### config.mk
export PLATFORM = sky130hd
export DESIGN_NAME = voice_mixer
export DESIGN_NICKNAME = d
export VERILOG_FILES = /design/src/rtl/voice_mixer.sv
export SDC_FILE = /design/constraint.sdc
export NUM_CORES = 1
export LEC_CHECK = 0
export CAP_MARGIN = 20
export CELL_PAD_IN_SITES_DETAIL_PLACEMENT = 1
export CELL_PAD_IN_SITES_GLOBAL_PLACEMENT = 2
export CORE_MARGIN = 10
export CORE_UTILIZATION = 35
export DETAILED_ROUTE_END_ITERATION = 16
export PLACE_DENSITY = 0.86
export SYNTH_ARGS = -nofsm -noshare
export SYNTH_HDL_FRONTEND = slang
export SYNTH_SLANG_ARGS = --single-unit
### constraint.sdc
create_clock -name clk -period 5.5 [get_ports clk]
set_input_delay 1.65 -clock clk [delete_from_list [all_inputs] [get_ports clk]]
set_output_delay 1.65 -clock clk [all_outputs]
set_load 0.02 [all_outputs]
### src/rtl/voice_mixer.sv
// voice_mixer: serial one-voice-per-clock summing mixer.
// Snapshot on tick, accumulate, shift, saturate, pulse valid.
module voice_mixer #(
  parameter int BITDEPTH = 14,
  parameter int NVOICES  = 8
) (
  input  logic                        clk,
  input  logic                        rst_n,
  input  logic                        sample_tick,
  input  logic [NVOICES*BITDEPTH-1:0] voices,
  input  logic [NVOICES-1:0]          voice_en,
  input  logic [2:0]                  atten,
  input  logic                        clear_overrun,
  output logic [BITDEPTH-1:0]         out,
  output logic                        out_valid,
  output logic                        clip,
  output logic                        busy,
  output logic                        overrun
);

  localparam int ACCWIDTH = BITDEPTH + $clog2(NVOICES) + 1;
  localparam int IDXW     = $clog2(NVOICES);
  localparam int EXTW     = ACCWIDTH - BITDEPTH;

  localparam logic [IDXW-1:0] LAST = IDXW'(NVOICES - 1);

  localparam logic signed [ACCWIDTH-1:0] SMAX =
    ACCWIDTH'((1 << (BITDEPTH - 1)) - 1);
  localparam logic signed [ACCWIDTH-1:0] SMIN = ~SMAX;

  typedef enum logic [1:0] {
    IDLE,
    ACCUM,
    SCALE
  } state_t;

  state_t state_q, state_d;

  logic signed [ACCWIDTH-1:0] acc_q, acc_d;
  logic [IDXW-1:0]            idx_q, idx_d;

  logic [NVOICES*BITDEPTH-1:0] vs_q, vs_d;
  logic [NVOICES-1:0]          en_q, en_d;
  logic [2:0]                  at_q, at_d;

  logic [BITDEPTH-1:0] out_q, out_d;
  logic                valid_q, valid_d;
  logic                clip_q, clip_d;
  logic                busy_q, busy_d;
  logic                ovr_q, ovr_d;

  logic signed [BITDEPTH-1:0] cur_v;
  logic signed [ACCWIDTH-1:0] cur_ext;
  logic signed [ACCWIDTH-1:0] shifted;

  assign cur_v   = vs_q[idx_q*BITDEPTH +: BITDEPTH];
  assign cur_ext = {{EXTW{cur_v[BITDEPTH-1]}}, cur_v};
  assign shifted = acc_q >>> at_q;

  // Next-state logic for the mix sequencer and its datapath.
  always_comb begin
    state_d = state_q;
    acc_d   = acc_q;
    idx_d   = idx_q;
    vs_d    = vs_q;
    en_d    = en_q;
    at_d    = at_q;
    out_d   = out_q;
    valid_d = 1'b0;
    clip_d  = 1'b0;
    busy_d  = busy_q;
    unique case (state_q)
      IDLE: begin
        if (sample_tick) begin
          vs_d    = voices;
          en_d    = voice_en;
          at_d    = atten;
          acc_d   = '0;
          idx_d   = '0;
          busy_d  = 1'b1;
          state_d = ACCUM;
        end
      end
      ACCUM: begin
        if (en_q[idx_q]) begin
          acc_d = acc_q + cur_ext;
        end
        idx_d = idx_q + IDXW'(1);
        if (idx_q == LAST) begin
          state_d = SCALE;
        end
      end
      SCALE: begin
        if (shifted > SMAX) begin
          out_d  = SMAX[BITDEPTH-1:0];
          clip_d = 1'b1;
        end else if (shifted < SMIN) begin
          out_d  = SMIN[BITDEPTH-1:0];
          clip_d = 1'b1;
        end else begin
          out_d  = shifted[BITDEPTH-1:0];
        end
        valid_d = 1'b1;
        busy_d  = 1'b0;
        state_d = IDLE;
      end
      default: begin
        state_d = IDLE;
        busy_d  = 1'b0;
      end
    endcase
  end

  // Sticky overrun: a tick while busy sets, clear wins only alone.
  always_comb begin
    ovr_d = ovr_q;
    if (sample_tick && busy_q) begin
      ovr_d = 1'b1;
    end else if (clear_overrun) begin
      ovr_d = 1'b0;
    end
  end

  // State and datapath registers, all cleared by reset.
  always_ff @(posedge clk or negedge rst_n) begin
    if (!rst_n) begin
      state_q <= IDLE;
      acc_q   <= '0;
      idx_q   <= '0;
      vs_q    <= '0;
      en_q    <= '0;
      at_q    <= '0;
      out_q   <= '0;
      valid_q <= 1'b0;
      clip_q  <= 1'b0;
      busy_q  <= 1'b0;
      ovr_q   <= 1'b0;
    end else begin
      state_q <= state_d;
      acc_q   <= acc_d;
      idx_q   <= idx_d;
      vs_q    <= vs_d;
      en_q    <= en_d;
      at_q    <= at_d;
      out_q   <= out_d;
      valid_q <= valid_d;
      clip_q  <= clip_d;
      busy_q  <= busy_d;
      ovr_q   <= ovr_d;
    end
  end

  assign out       = out_q;
  assign out_valid = valid_q;
  assign clip      = clip_q;
  assign busy      = busy_q;
  assign overrun   = ovr_q;

endmodule

==> flow_metrics.env <==
export IMPL_vias=6777
export IMPL_initial_core_util_pct=35.9
export IMPL_tritoncts_num_buffers=17
export IMPL_setup_worst_path_start_class="flip-flop"
export IMPL_grt_busiest_layer="met2"
export IMPL_cts_reportedPaths_clkPinSlew_ns=0.07
export IMPL_maxSlewHeadroom_pct=32.4
export IMPL_tightest_slew_ns=1.01
export IMPL_synth_top_cell_area_share_pct=48.4
export IMPL_area_delta_synth_final_pct=27.7
export IMPL_maxSlewViolCount=0
export IMPL_number_of_cells_produced_by_synthesis=913
export IMPL_post_route_cells_drive_above_1_share_pct=10.7
export IMPL_critical_path_top_cell_by_count="sky130_fd_sc_hd__a31oi_1"
export IMPL_detailedPlacementHpwl_um=18300
export IMPL_max_cap_viol_count=0
export IMPL_synth_area_top_cells="sky130_fd_sc_hd__dfrtp_1 (48%), sky130_fd_sc_hd__nand2_1 (18%), sky130_fd_sc_hd__mux4_2 (8.8%)"
export IMPL_ys_dominant_reg_cell="sky130_fd_sc_hd__dfrtp_1"
export IMPL_postLayoutSetupSlackWorst_ns=1.56
export IMPL_placed_instance_area_um2=10200
export IMPL_total_of_flip_flops_plus_latches_after_synthesis=164
export IMPL_die_width_um=176
export IMPL_multi_input_area_um2=4120
export IMPL_cp_data_required_time_ns=5.81
export IMPL_cts_sink_count=164
export IMPL_die_area_um2=30800
export IMPL_grt_util_met1_pct=20.5
export IMPL_grt_antenna_before_repair=0
export IMPL_layout_cell_area_non_filler_um2=10800
export IMPL_fmaxAchievable_mhz=254
export IMPL_detail_route_wirelength_um=25200
export IMPL_place_detailed_instances=1335
export IMPL_grtUsageMet2_pct=28.9
export IMPL_clock_insertion_delay_worst_skew_ns=0.44
export IMPL_seq_area_um2=4110
export IMPL_cp_data_arrival_time_ns=4.25
export IMPL_cts_post_setup_buffers_inserted=0
export IMPL_worst_clock_skew_ns=0.0115
export IMPL_core_rowCount=56
export IMPL_clockBufferDepth=2
export IMPL_gp_weighted_congestion=0.804
export IMPL_cts_tree="done"
export IMPL_final_hold_violation_count=0
export IMPL_critPathKind="flip-flop to flip-flop"
export IMPL_fin_nets=1183
export IMPL_grt_use_total_pct=16.8
export IMPL_endpoint_kind="flip-flop"
export IMPL_fill_cells=2725
export IMPL_postSynthAreaPerCell_um2=9.28
export IMPL_yosys_warnings=0
export IMPL_gr_total_overflow=0
export IMPL_gr_usage_met3_pct=3.95
export IMPL_grt_max_degree=106
export IMPL_number_of_top_level_pins=145
export IMPL_hp_class="flip-flop to flip-flop"
export IMPL_rsz_0062_raised_after_global_routing="false"
export IMPL_final_setup_viol_count=0
export IMPL_die_y_um=176
export IMPL_grt_pass1_wl_um=41300
export IMPL_first_global_vias=7535
export IMPL_fin_tns_setup_ns=0
export IMPL_place_ws_ns=1.54
export IMPL_critical_path_max_stage_delay_ns=0.80
export IMPL_cts_resized=0
export IMPL_min_period_over_period_pct=71.6
export IMPL_synth_seq_area_share_pct=48.4
export IMPL_syn_area_um2=8470
export IMPL_post_synth_top_area_cell="sky130_fd_sc_hd__dfrtp_1"
export IMPL_number_of_enable_flip_flop_cells_after_synthesis=0
export IMPL_via_density=4.95
export IMPL_cts_hold_repair_buffers=0
export IMPL_most_used_standard_cells_in_the_synthesized_netlist="sky130_fd_sc_hd__nand2_1 (408), sky130_fd_sc_hd__dfrtp_1 (164), sky130_fd_sc_hd__o21ai_0 (38), sky130_fd_sc_hd__clkbuf_1 (37), sky130_fd_sc_hd__mux4_2 (33)"
export IMPL_drt_initial_drc_count=351
export IMPL_critPathSlowestCell="sky130_fd_sc_hd__dfrtp_2"
export IMPL_yosys_cell_count_top_type="sky130_fd_sc_hd__nand2_1"
export IMPL_clk_root_buffer_cell="sky130_fd_sc_hd__clkbuf_16"
export IMPL_insertedDiodeCount=0
export IMPL_port_buffers=144
export IMPL_max_vdd_ir_drop_uv=230
export IMPL_synth_async_sr_flop_share_pct=100
export IMPL_p_per_area_nw_per_um2=636
export IMPL_static_leakage_power_nw=5.13
export IMPL_mappedNetlistNets=1060
export IMPL_routed_wire_length_per_instance_um=18.4
export IMPL_drtPass1Iterations=4
export IMPL_placeableCoreArea_um2=23600
export IMPL_timing_critical_path_fanout_max=18
export IMPL_instances_no_fill=1368
export IMPL_cts_htree_levels=4
export IMPL_finalWorstPathRequiredPeriod_ns=3.94
export IMPL_remaining_drc_errors=0
export IMPL_synth_lib_cells_used_distinct=48
export IMPL_cp_cell_sequence="buf_4 > mux4_2 > mux2i_1 > inv_1 > ha_1 > a211oi_2 > o21ai_1 > a41oi_1 > a31oi_1 > or3_4 > a31oi_1 > o31ai_2"
export IMPL_ant_nets=0
export IMPL_result_of_the_run="finished, final reports clean"
[sequential cells by signal, indices dropped and copies added, names as in the netlist]
| name | count |
|---|---|
| vs_q | 112 |
| acc_q | 18 |
| out | 14 |
| en_q | 8 |
| at_q | 3 |
| idx_q | 3 |
| state_q | 2 |
| busy | 1 |
| clip | 1 |
| out_valid | 1 |
| overrun | 1 |
[logic make-up after synthesis]
logic type | count (synthesis) | synth area share, %
XOR/XNOR | 11 | 1.14
multiplexers | 76 | 14.9
flip-flops | 164 | 48.4
buffers and inverters | 66 | 3.04
AND/OR/NAND/NOR | 461 | 21.3
adder cells (fa/ha/maj) | 20 | 3.04
AO/OA/AOI/OAI | 115 | 8.20
[path summary, 6_finish.rpt]
| check | slack (ns) | from | end | depth (start not counted) |
|---|---|---|---|---|
| hold / removal | 0.47 | vs_q[89] | vs_q[89] | 2 |
| hold reg to reg | 0.47 | vs_q[89] | vs_q[89] | 2 |
| setup reg to reg | 1.56 | idx_q[0] | acc_q[17] | 12 |
| min in group asynchronous | 1.02 | rst_n | vs_q[91] | 1 |
| max in group asynchronous | 3.79 | rst_n | vs_q[41] | 2 |
| setup / recovery | 1.56 | idx_q[0] | acc_q[17] | 12 |
[placed cells by master (no fill, tap or decap), types with 2 or more instances in the layout]
cell	count
sky130_fd_sc_hd__and2_1	2
sky130_fd_sc_hd__xor2_1	5
sky130_fd_sc_hd__a22o_1	3
sky130_fd_sc_hd__nand3_1	15
sky130_fd_sc_hd__clkdlybuf4s50_1	143
sky130_fd_sc_hd__nand2_1	407
sky130_fd_sc_hd__nand2_4	2
sky130_fd_sc_hd__clkbuf_16	17
sky130_fd_sc_hd__nor2_1	19
sky130_fd_sc_hd__o31ai_1	2
sky130_fd_sc_hd__dfrtp_1	163
sky130_fd_sc_hd__a211oi_1	5
sky130_fd_sc_hd__xnor2_1	6
sky130_fd_sc_hd__nand2b_1	2
sky130_fd_sc_hd__inv_8	4
sky130_fd_sc_hd__mux4_1	3
sky130_fd_sc_hd__mux2_2	25
sky130_fd_sc_hd__nor3_1	5
sky130_fd_sc_hd__o21ai_0	38
sky130_fd_sc_hd__mux2i_1	14
sky130_fd_sc_hd__o21ai_1	13
sky130_fd_sc_hd__nor2b_1	5
sky130_fd_sc_hd__clkinv_8	3
sky130_fd_sc_hd__inv_6	5
sky130_fd_sc_hd__o21a_1	3
sky130_fd_sc_hd__and2_4	2
sky130_fd_sc_hd__a21o_1	5
sky130_fd_sc_hd__mux4_2	33
sky130_fd_sc_hd__a31oi_1	3
sky130_fd_sc_hd__a21oi_1	27
sky130_fd_sc_hd__buf_4	9
sky130_fd_sc_hd__inv_1	15
sky130_fd_sc_hd__ha_1	19
sky130_fd_sc_hd__o21bai_1	2
sky130_fd_sc_hd__o41ai_1	3
[stage by stage]
| stage | hold slack [ns] | total power, mW | util (%) |
|---|---|---|---|
| 2_1_floorplan | 0.437 | 4.68 | - |
| 3_3_place_gp | 0.454 | 5.62 | 43.2 |
| 3_5_place_dp | 0.458 | 5.74 | 43.2 |
| 4_1_cts | 0.476 | 6.96 | 45.7 |
| 5_1_grt | 0.492 | 7.47 | 45.8 |
| 6_report | 0.472 | 6.89 | 45.8 |
[worst max-delay path: cells and delay by family (launching register included)]
kind	cells	cell delay, ns
DFF	1	0.80
buffers and inverters	2	0.39
and+or+nand+nor	1	0.35
adders and majority gates	1	0.31
muxes	2	0.75
AOI/OAI and AO/OA	6	1.23
[cell type report]
cell class              instances  share of cell area (%)
multi-input cells             683                    38.1
repair buffers                155                    14.4
clock buffers                  17                    3.93
inverters                      15                   0.520
flip-flops and latches        164                    37.9
well taps                     319                    3.69
clock inverters                15                    1.47
[report_power, final]
| part | internal, mW | total [mW] | switching (mW) |
|---|---|---|---|
| sequential | 1.75 | 2.26 | 0.503 |
| clock | 0.608 | 1.19 | 0.581 |
| combinational | 1.63 | 3.44 | 1.81 |
[layer usage]
layer | vias to the layer above | wire length [um] | part of all wire [%]
met1 | 3347 | 11100 | 44
met2 | 111 | 12600 | 50
li1 | 3299 | - | -
met5 | - | 0 | 0
met3 | 20 | 1110 | 4.4
met4 | 0 | 350 | 1.4
Power figures use the tool's default switching activity.
